File: config.mk
export PLATFORM = sky130hd
export DESIGN_NAME = reg_alu_seq
export DESIGN_NICKNAME = d
export VERILOG_FILES = /design/src/rtl/reg_alu_seq_pkg.sv /design/src/rtl/reg_alu_seq_decode.sv /design/src/rtl/reg_alu_seq.sv
export SDC_FILE = /design/constraint.sdc
export NUM_CORES = 1
export LEC_CHECK = 0
export ABC_AREA = 1
export ABC_CLOCK_PERIOD_IN_PS = 1100
export CAP_MARGIN = 20
export CORE_MARGIN = 2
export CORE_UTILIZATION = 40
export DETAILED_ROUTE_END_ITERATION = 6
export GPL_ROUTABILITY_DRIVEN = 0
export GPL_TIMING_DRIVEN = 0
export PLACE_DENSITY = 0.74
export SLEW_MARGIN = 20
export SYNTH_ARGS = -nofsm -noshare
export SYNTH_HDL_FRONTEND = slang
export SYNTH_SLANG_ARGS = --single-unit
File: constraint.sdc
create_clock -name clk -period 1.1 [get_ports clk]
set_input_delay 0.22 -clock clk [delete_from_list [all_inputs] [get_ports clk]]
set_output_delay 0.22 -clock clk [all_outputs]
set_load 0.005 [all_outputs]
File: src/rtl/reg_alu_seq_pkg.sv
// rtl/reg_alu_seq_pkg.sv - shared types and field positions for the reg_alu instruction sequencer
//
// Purpose: instruction class encodings, sequencer state enum, instruction
// field bit positions and a small class helper, shared by the decoder and
// the sequencer top.
// Ports: none (package).

package reg_alu_seq_pkg;

  // Instruction class, taken from instr[15:14].
  typedef enum logic [1:0] {
    CLS_LOADI = 2'b00,
    CLS_ALU   = 2'b01,
    CLS_NOP   = 2'b10,
    CLS_HALT  = 2'b11
  } cls_e;

  // Sequencer states.
  typedef enum logic [1:0] {
    IDLE = 2'd0,
    EXEC = 2'd1,
    HALT = 2'd2
  } state_e;

  // Widths matching reg_alu.
  localparam int DATA_W = 8;
  localparam int ADDR_W = 3;
  localparam int OP_W   = 2;
  localparam int INSN_W = 16;

  // Class field.
  localparam int CLS_MSB      = 15;
  localparam int CLS_LSB      = 14;

  // LOADI fields.
  localparam int LOADI_RD_MSB = 13;
  localparam int LOADI_RD_LSB = 11;
  localparam int IMM_MSB      = 7;
  localparam int IMM_LSB      = 0;

  // ALU fields.
  localparam int ALU_OP_MSB   = 13;
  localparam int ALU_OP_LSB   = 12;
  localparam int ALU_RD_MSB   = 11;
  localparam int ALU_RD_LSB   = 9;
  localparam int ALU_RA_MSB   = 8;
  localparam int ALU_RA_LSB   = 6;
  localparam int ALU_RB_MSB   = 5;
  localparam int ALU_RB_LSB   = 3;

  // Classes that write the register file during EXEC.
  function automatic logic cls_writes(input cls_e c);
    return (c == CLS_LOADI) || (c == CLS_ALU);
  endfunction

endpackage

File: src/rtl/reg_alu_seq_decode.sv
// rtl/reg_alu_seq_decode.sv - combinational instruction decoder for reg_alu_seq
//
// Purpose: splits a 16-bit instruction word into class, ALU op, register
// addresses and immediate. Purely combinational; no state.
// Ports:
//   instr  in  16  instruction word
//   cls    out  2  instruction class
//   op     out  2  ALU operation (meaningful for ALU class)
//   rd     out  3  destination register (field position depends on class)
//   ra     out  3  ALU source A address
//   rb     out  3  ALU source B address
//   imm    out  8  LOADI immediate

module reg_alu_seq_decode
  import reg_alu_seq_pkg::*;
(
  input  logic [INSN_W-1:0] instr,
  output cls_e              cls,
  output logic [OP_W-1:0]   op,
  output logic [ADDR_W-1:0] rd,
  output logic [ADDR_W-1:0] ra,
  output logic [ADDR_W-1:0] rb,
  output logic [DATA_W-1:0] imm
);

  always_comb begin
    cls = cls_e'(instr[CLS_MSB:CLS_LSB]);
    op  = instr[ALU_OP_MSB:ALU_OP_LSB];
    ra  = instr[ALU_RA_MSB:ALU_RA_LSB];
    rb  = instr[ALU_RB_MSB:ALU_RB_LSB];
    imm = instr[IMM_MSB:IMM_LSB];
    // LOADI and ALU keep rd in different places; NOP/HALT ignore it.
    if (cls == CLS_LOADI) begin
      rd = instr[LOADI_RD_MSB:LOADI_RD_LSB];
    end else begin
      rd = instr[ALU_RD_MSB:ALU_RD_LSB];
    end
  end

endmodule

File: src/rtl/reg_alu_seq.sv
// rtl/reg_alu_seq.sv - instruction sequencer driving reg_alu
//
// Purpose: accepts instructions over a valid/ready handshake, decodes them
// and drives reg_alu's controls for one EXEC cycle per instruction.
// Captures reg_alu carry on ALU instructions, counts retired instructions
// and stops accepting after a HALT until reset.
// Ports:
//   clk          in   1  rising-edge clock
//   reset        in   1  asynchronous active-low reset
//   in_valid     in   1  instruction offered
//   instr        in  16  instruction word
//   in_ready     out  1  sequencer can accept an instruction
//   cout         in   1  carry from reg_alu
//   sel          out  1  reg_alu write source: 1 ALU result, 0 d_in
//   wr           out  1  reg_alu write enable
//   op           out  2  reg_alu operation
//   rd_addr_a    out  3  reg_alu read address A
//   rd_addr_b    out  3  reg_alu read address B
//   wr_addr      out  3  reg_alu write address
//   d_in         out  8  immediate data to reg_alu
//   carry        out  1  last captured ALU carry
//   halted       out  1  HALT has retired
//   retired_cnt  out  8  retired instruction count, wraps

module reg_alu_seq
  import reg_alu_seq_pkg::*;
(
  input  logic        clk,
  input  logic        reset,
  input  logic        in_valid,
  input  logic [15:0] instr,
  output logic        in_ready,
  input  logic        cout,
  output logic        sel,
  output logic        wr,
  output logic [1:0]  op,
  output logic [2:0]  rd_addr_a,
  output logic [2:0]  rd_addr_b,
  output logic [2:0]  wr_addr,
  output logic [7:0]  d_in,
  output logic        carry,
  output logic        halted,
  output logic [7:0]  retired_cnt
);

  // Decoded fields of the offered instruction.
  cls_e              dec_cls;
  logic [OP_W-1:0]   dec_op;
  logic [ADDR_W-1:0] dec_rd;
  logic [ADDR_W-1:0] dec_ra;
  logic [ADDR_W-1:0] dec_rb;
  logic [DATA_W-1:0] dec_imm;

  reg_alu_seq_decode u_decode (
    .instr (instr),
    .cls   (dec_cls),
    .op    (dec_op),
    .rd    (dec_rd),
    .ra    (dec_ra),
    .rb    (dec_rb),
    .imm   (dec_imm)
  );

  // State and registered outputs.
  state_e            state_q,       state_d;
  cls_e              cls_q,         cls_d;
  logic              sel_q,         sel_d;
  logic              wr_q,          wr_d;
  logic [OP_W-1:0]   op_q,          op_d;
  logic [ADDR_W-1:0] rd_addr_a_q,   rd_addr_a_d;
  logic [ADDR_W-1:0] rd_addr_b_q,   rd_addr_b_d;
  logic [ADDR_W-1:0] wr_addr_q,     wr_addr_d;
  logic [DATA_W-1:0] d_in_q,        d_in_d;
  logic              carry_q,       carry_d;
  logic              halted_q,      halted_d;
  logic [7:0]        retired_cnt_q, retired_cnt_d;

  logic accept;

  assign accept = (state_q == IDLE) && in_valid;

  always_comb begin
    state_d       = state_q;
    cls_d         = cls_q;
    sel_d         = sel_q;
    wr_d          = 1'b0;
    op_d          = op_q;
    rd_addr_a_d   = rd_addr_a_q;
    rd_addr_b_d   = rd_addr_b_q;
    wr_addr_d     = wr_addr_q;
    d_in_d        = d_in_q;
    carry_d       = carry_q;
    halted_d      = halted_q;
    retired_cnt_d = retired_cnt_q;

    case (state_q)
      IDLE: begin
        if (accept) begin
          state_d = EXEC;
          cls_d   = dec_cls;
          wr_d    = cls_writes(dec_cls);
          // Only the controls the class uses are reloaded; the rest hold.
          case (dec_cls)
            CLS_LOADI: begin
              sel_d     = 1'b0;
              wr_addr_d = dec_rd;
              d_in_d    = dec_imm;
            end
            CLS_ALU: begin
              sel_d       = 1'b1;
              op_d        = dec_op;
              rd_addr_a_d = dec_ra;
              rd_addr_b_d = dec_rb;
              wr_addr_d   = dec_rd;
            end
            default: begin
            end
          endcase
        end
      end

      EXEC: begin
        // Retire: reg_alu performs the write at this same edge.
        retired_cnt_d = retired_cnt_q + 8'd1;
        if (cls_q == CLS_ALU) begin
          carry_d = cout;
        end
        if (cls_q == CLS_HALT) begin
          state_d  = HALT;
          halted_d = 1'b1;
        end else begin
          state_d = IDLE;
        end
      end

      HALT: begin
        halted_d = 1'b1;
      end

      default: begin
        state_d = IDLE;
      end
    endcase
  end

  always_ff @(posedge clk or negedge reset) begin
    if (!reset) begin
      state_q       <= IDLE;
      cls_q         <= CLS_NOP;
      sel_q         <= 1'b0;
      wr_q          <= 1'b0;
      op_q          <= '0;
      rd_addr_a_q   <= '0;
      rd_addr_b_q   <= '0;
      wr_addr_q     <= '0;
      d_in_q        <= '0;
      carry_q       <= 1'b0;
      halted_q      <= 1'b0;
      retired_cnt_q <= '0;
    end else begin
      state_q       <= state_d;
      cls_q         <= cls_d;
      sel_q         <= sel_d;
      wr_q          <= wr_d;
      op_q          <= op_d;
      rd_addr_a_q   <= rd_addr_a_d;
      rd_addr_b_q   <= rd_addr_b_d;
      wr_addr_q     <= wr_addr_d;
      d_in_q        <= d_in_d;
      carry_q       <= carry_d;
      halted_q      <= halted_d;
      retired_cnt_q <= retired_cnt_d;
    end
  end

  assign in_ready    = (state_q == IDLE);
  assign sel         = sel_q;
  assign wr          = wr_q;
  assign op          = op_q;
  assign rd_addr_a   = rd_addr_a_q;
  assign rd_addr_b   = rd_addr_b_q;
  assign wr_addr     = wr_addr_q;
  assign d_in        = d_in_q;
  assign carry       = carry_q;
  assign halted      = halted_q;
  assign retired_cnt = retired_cnt_q;

endmodule

# After elaboration in Yosys (flattened, before gate mapping)
# Index checks and enable logic that the tools add are counted.
[classes]
addsub = 1
muxes = 9
reduce_logical = 15
bitwise_logic = 1
n_eq_ne = 7
[op_table]
columns = ["op", "n"]
rows = [
  ["$reduce_and 3->1", 4],
  ["$add 8x1->8 const B", 1],
  ["$reduce_and 2->1", 4],
  ["$eq 2x1->1 const B", 3],
  ["$pmux 2 s3", 1],
  ["$eq 2x2->1 const B", 2],
  ["$logic_not 2->1", 2],
  ["$mux 2", 2],
  ["$pmux 1 s2", 2],
  ["$reduce_bool 2->1", 2],
  ["$mux 1", 3],
  ["$mux 3", 1],
  ["$ne 2x1->1 const B", 1],
  ["$ne 2x2->1 const B", 1],
  ["$reduce_or 2->1", 1],
  ["$logic_and 1x1->1", 1],
  ["$logic_or 1x1->1", 1],
  ["$not 1->1", 1],
]
[totals]
register_bits = 35
input_bits = 20
out_inout_bits = 32

# Depth between registers and ports, before layout
[depth]
word_depth = 4
ltp_mapped = 7

# Modules after synthesis
# From an unflattened synthesis, not the netlist that was laid out.
[unflattened]
hier_cells = 185
hier_area_um2 = 1637.8
[by_module_without_submodules]
columns = ["module", "area_per_inst_um2", "instances", "cells_per_inst"]
rows = [
  ["reg_alu_seq", 1458.9, 1, 157],
  ["reg_alu_seq_decode", 178.9, 1, 28],
]

# Least setup slack after synthesis
# No wires, ideal clock.
[synth_path]
path_kind = "register -> register"
startpoint = "register retired_cnt_q[0] (netlist: retired_cnt[0])"
endpoint = "register retired_cnt_q[6] (netlist: retired_cnt[6])"
path_slack_ps = -17
t_arrival_ps = 1004
synth_period_minus_slack_ps = 1117
setup_ps = 113
path_stages_with_launch = 7
path_cell_list = "dfrtp_1 -> ha_1 -> nand3_1 -> nor2_1 -> nand3_1 -> nand2_1 -> inv_1"
[synth_between]
elab_chain_cells = 1
[synth_lines]
columns = ["item", "line", "rtl"]
rows = [
  ["start, declared", "reg_alu_seq.sv:76", "logic [7:0] retired_cnt_q, retired_cnt_d;"],
  ["start signal, assigned", "reg_alu_seq.sv:172", "retired_cnt_q <= retired_cnt_d;"],
  ["$add 8x1->8", "reg_alu_seq.sv:124", "retired_cnt_d = retired_cnt_q + 8'd1;"],
]
# Every way passes these cells.
# A chain may end at the register's enable or synchronous reset.

# Worst setup path after layout
[layout_path]
startpoint = "register state_q[0]"
endpoint = "output in_ready"
[layout_between]
elab_chain_cells = 1
[layout_lines]
columns = ["item", "line", "rtl"]
rows = [
  ["start, declared", "reg_alu_seq.sv:65", "state_e state_q, state_d;"],
  ["start signal, assigned", "reg_alu_seq.sv:161", "state_q <= state_d;"],
  ["$logic_not 2->1", "reg_alu_seq.sv:176", "assign in_ready = (state_q == IDLE);"],
  ["end, declared", "reg_alu_seq.sv:32", "output logic in_ready,"],
]
# Every way passes these cells.

==> reports/results.txt <==
layout cells sized above 1 - 36.6%
Post-synth ARST share - 100%
clk_skew - 0.00538 ns
commonest non-fill, non-tap cell in the layout - nand2_1
predominant post-synthesis flop cell - dfrtp_1
Power Dens Cells - 2260 nW/µm²
Worst-Skew Late Latency - 0.28 ns
peak fanout along the critical path - 2
nets - 274
Critical Path End Type - output pin
clk buf depth - 2
Final setup viols - 17
global route total overflow - 0
critical path arrival - 0.96 ns
number of max-slew violations in the final report - 0
Worst Hold Class - primary input to asynchronous set/reset pin
Worst setup startpoint - state_q[0]
outcome - finished, violations left
sequential area share after synthesis - 56.4%
synthesis-stage register bit count - 35
failing checks - setup timing
Reg-to-Reg Start - state_q[1]
CTS tree - yes
Cell Area, Synth - 1550 µm²
overall routed net length - 3470 µm
DRC violations left - 0
yosys warns - 0
Leakage - 1.27 nW
total number of H-tree levels - 2
n_diodes - 0
dpl ws - -0.468 ns
antenna violations before repair - 0
first-pass GRT wire length - 5700 µm
Die Y - 66.3 µm
Slew headroom - 72.3%
crit start category - flip-flop
post-DP HPWL - 2340 µm
Antenna Nets Post-Route - 0
initial core utilization - 42.1%
clock sinks - 35
post-synthesis cell count - 166
DR iter-0 viols - 41
r2r endpoint - retired_cnt[7]
Final Worst Setup Slack - -0.0843 ns
Worst-Margin Slew - 0.415 ns
synth unique cells - 25
PortBufs - 51
Core Box Area - 3690 µm²
area added between synthesis and finish - 54.3%
Tmin final - 1.18 ns
Setup Crit Path Kind - flip-flop to output pin
syn avg cell area - 9.36 µm²
IO Count - 52
max frequency - 844 MHz
1st-pass router iterations - 6
Avg WL per Cell - 11.5 µm
Fin Setup TNS - -0.870 ns
R2R setup slack - -0.08 ns
vias after detailed routing - 1,368
most frequent cells in the layout - nand2_1 (61), dfrtp_1 (33), buf_4 (24)
Hold WS - 0.408 ns
root buf cell - clkbuf_8
VDD IR max - 1.06 mV
via/cell ratio - 4.53
end of the critical path - in_ready
r2r worst-path depth - 6
total track usage - 17.4%
Row Count - 22
largest net degree at the start of global routing - 21
clock transition at the registers of the reported paths - 0.07 ns
worst path required time - 0.88 ns
syn nets - 187
total power - 0.00542 W
Die Width - 66.3 µm
CTS Buf Count - 5
fin crit share - 108%
Final Hold Vio Count - 0
RSZ-0062 raised after global routing - true
die area - 4400 µm²
max cap viols - 0
EDFF count, synth - 0
vias in the first global route - 1,300
[sequential cells by signal, indices dropped and copies added, names as in the netlist]
name / cells
sel: 1
wr: 1
cls_q: 2
rd_addr_b: 3
carry: 1
state_q: 2
retired_cnt: 8
d_in: 8
halted: 1
wr_addr: 3
op: 2
rd_addr_a: 3
[layer usage]
layer  vias up  GRT usage [%]  part of all wire, %
li1        696              -                    -
met5         -              0                    0
met4         0           6.89                  1.1
met1       623           20.2                   44
met2        44           30.0                   49
met3         5           4.77                  6.6
[where the power goes]
group | internal, W | total, W | switching [W]
sequential | 0.00184 | 0.00217 | 0.000330
combinational | 0.00130 | 0.00237 | 0.00107
clock | 0.000444 | 0.000876 | 0.000432
[what timing repair did]
action | in CTS | in global routing
endpoints found under the hold margin | 15 | 0
buffers inserted | 19 | 8
resized for setup | 92 | 29
hold buffers | 1 | 0
pin swaps | 4 | 3
setup endpoints to repair | 58 | 53
[through the flow]
step	instances	utilization (%)	area, µm²
floorplan	166	-	1560
global placement	265	57.7	2130
detailed placement	266	58.3	2150
CTS	294	65.5	2420
global route	302	65.0	2400
finish	302	65.0	2400
[worst min path at each step]
stage                        from              to  cells past startpoint
after floorplan             reset           carry                      0
after global placement    d_in[6]         d_in[6]                      2
after detailed placement    reset  retired_cnt[0]                      1
after CTS                   reset  retired_cnt[0]                      2
after global routing        reset  retired_cnt[0]                      2
final                       reset  retired_cnt[0]                      2
[area by class of cell]
type                            count  area, µm²
Buffer                              4       46.3
Clock buffer                        7       76.3
Clock inverter                      1       5.00
Fill cell                         332       1290
Inverter                           13       51.3
Multi-Input combinational cell    114        661
Sequential cell                    35        878
Tap cell                           48       60.1
Timing Repair Buffer               80        621
[worst max-delay path, stage by stage (launching register included)]
cell	delay (ns)
dfrtp_2	0.43
nor2_4	0.13
buf_2	0.12
[kinds of logic after synthesis]
| group | share of synthesized area (%) |
|---|---|
| buffers and inverters | 5.88 |
| adder cells (fa/ha/maj) | 0.805 |
| flip-flops | 56.4 |
| XOR/XNOR | 2.25 |
| AND/OR/NAND/NOR | 31.2 |
| AO/OA/AOI/OAI | 3.46 |
[synthesized netlist by cell type (2+ instances only)]
cell / count / area share (%)
nor2_2: 2 / 0.81
xnor2_1: 2 / 1.1
nand3_2: 5 / 3.2
nand2_1: 66 / 16
dfrtp_1: 34 / 55
nand2_2: 2 / 0.81
nor2_1: 3 / 0.72
nand3_1: 16 / 5.2
o21ai_0: 7 / 2.3
buf_6: 2 / 1.4
xor2_1: 2 / 1.1
inv_1: 12 / 2.9
Note: power is estimated with default switching activity, not from simulation.
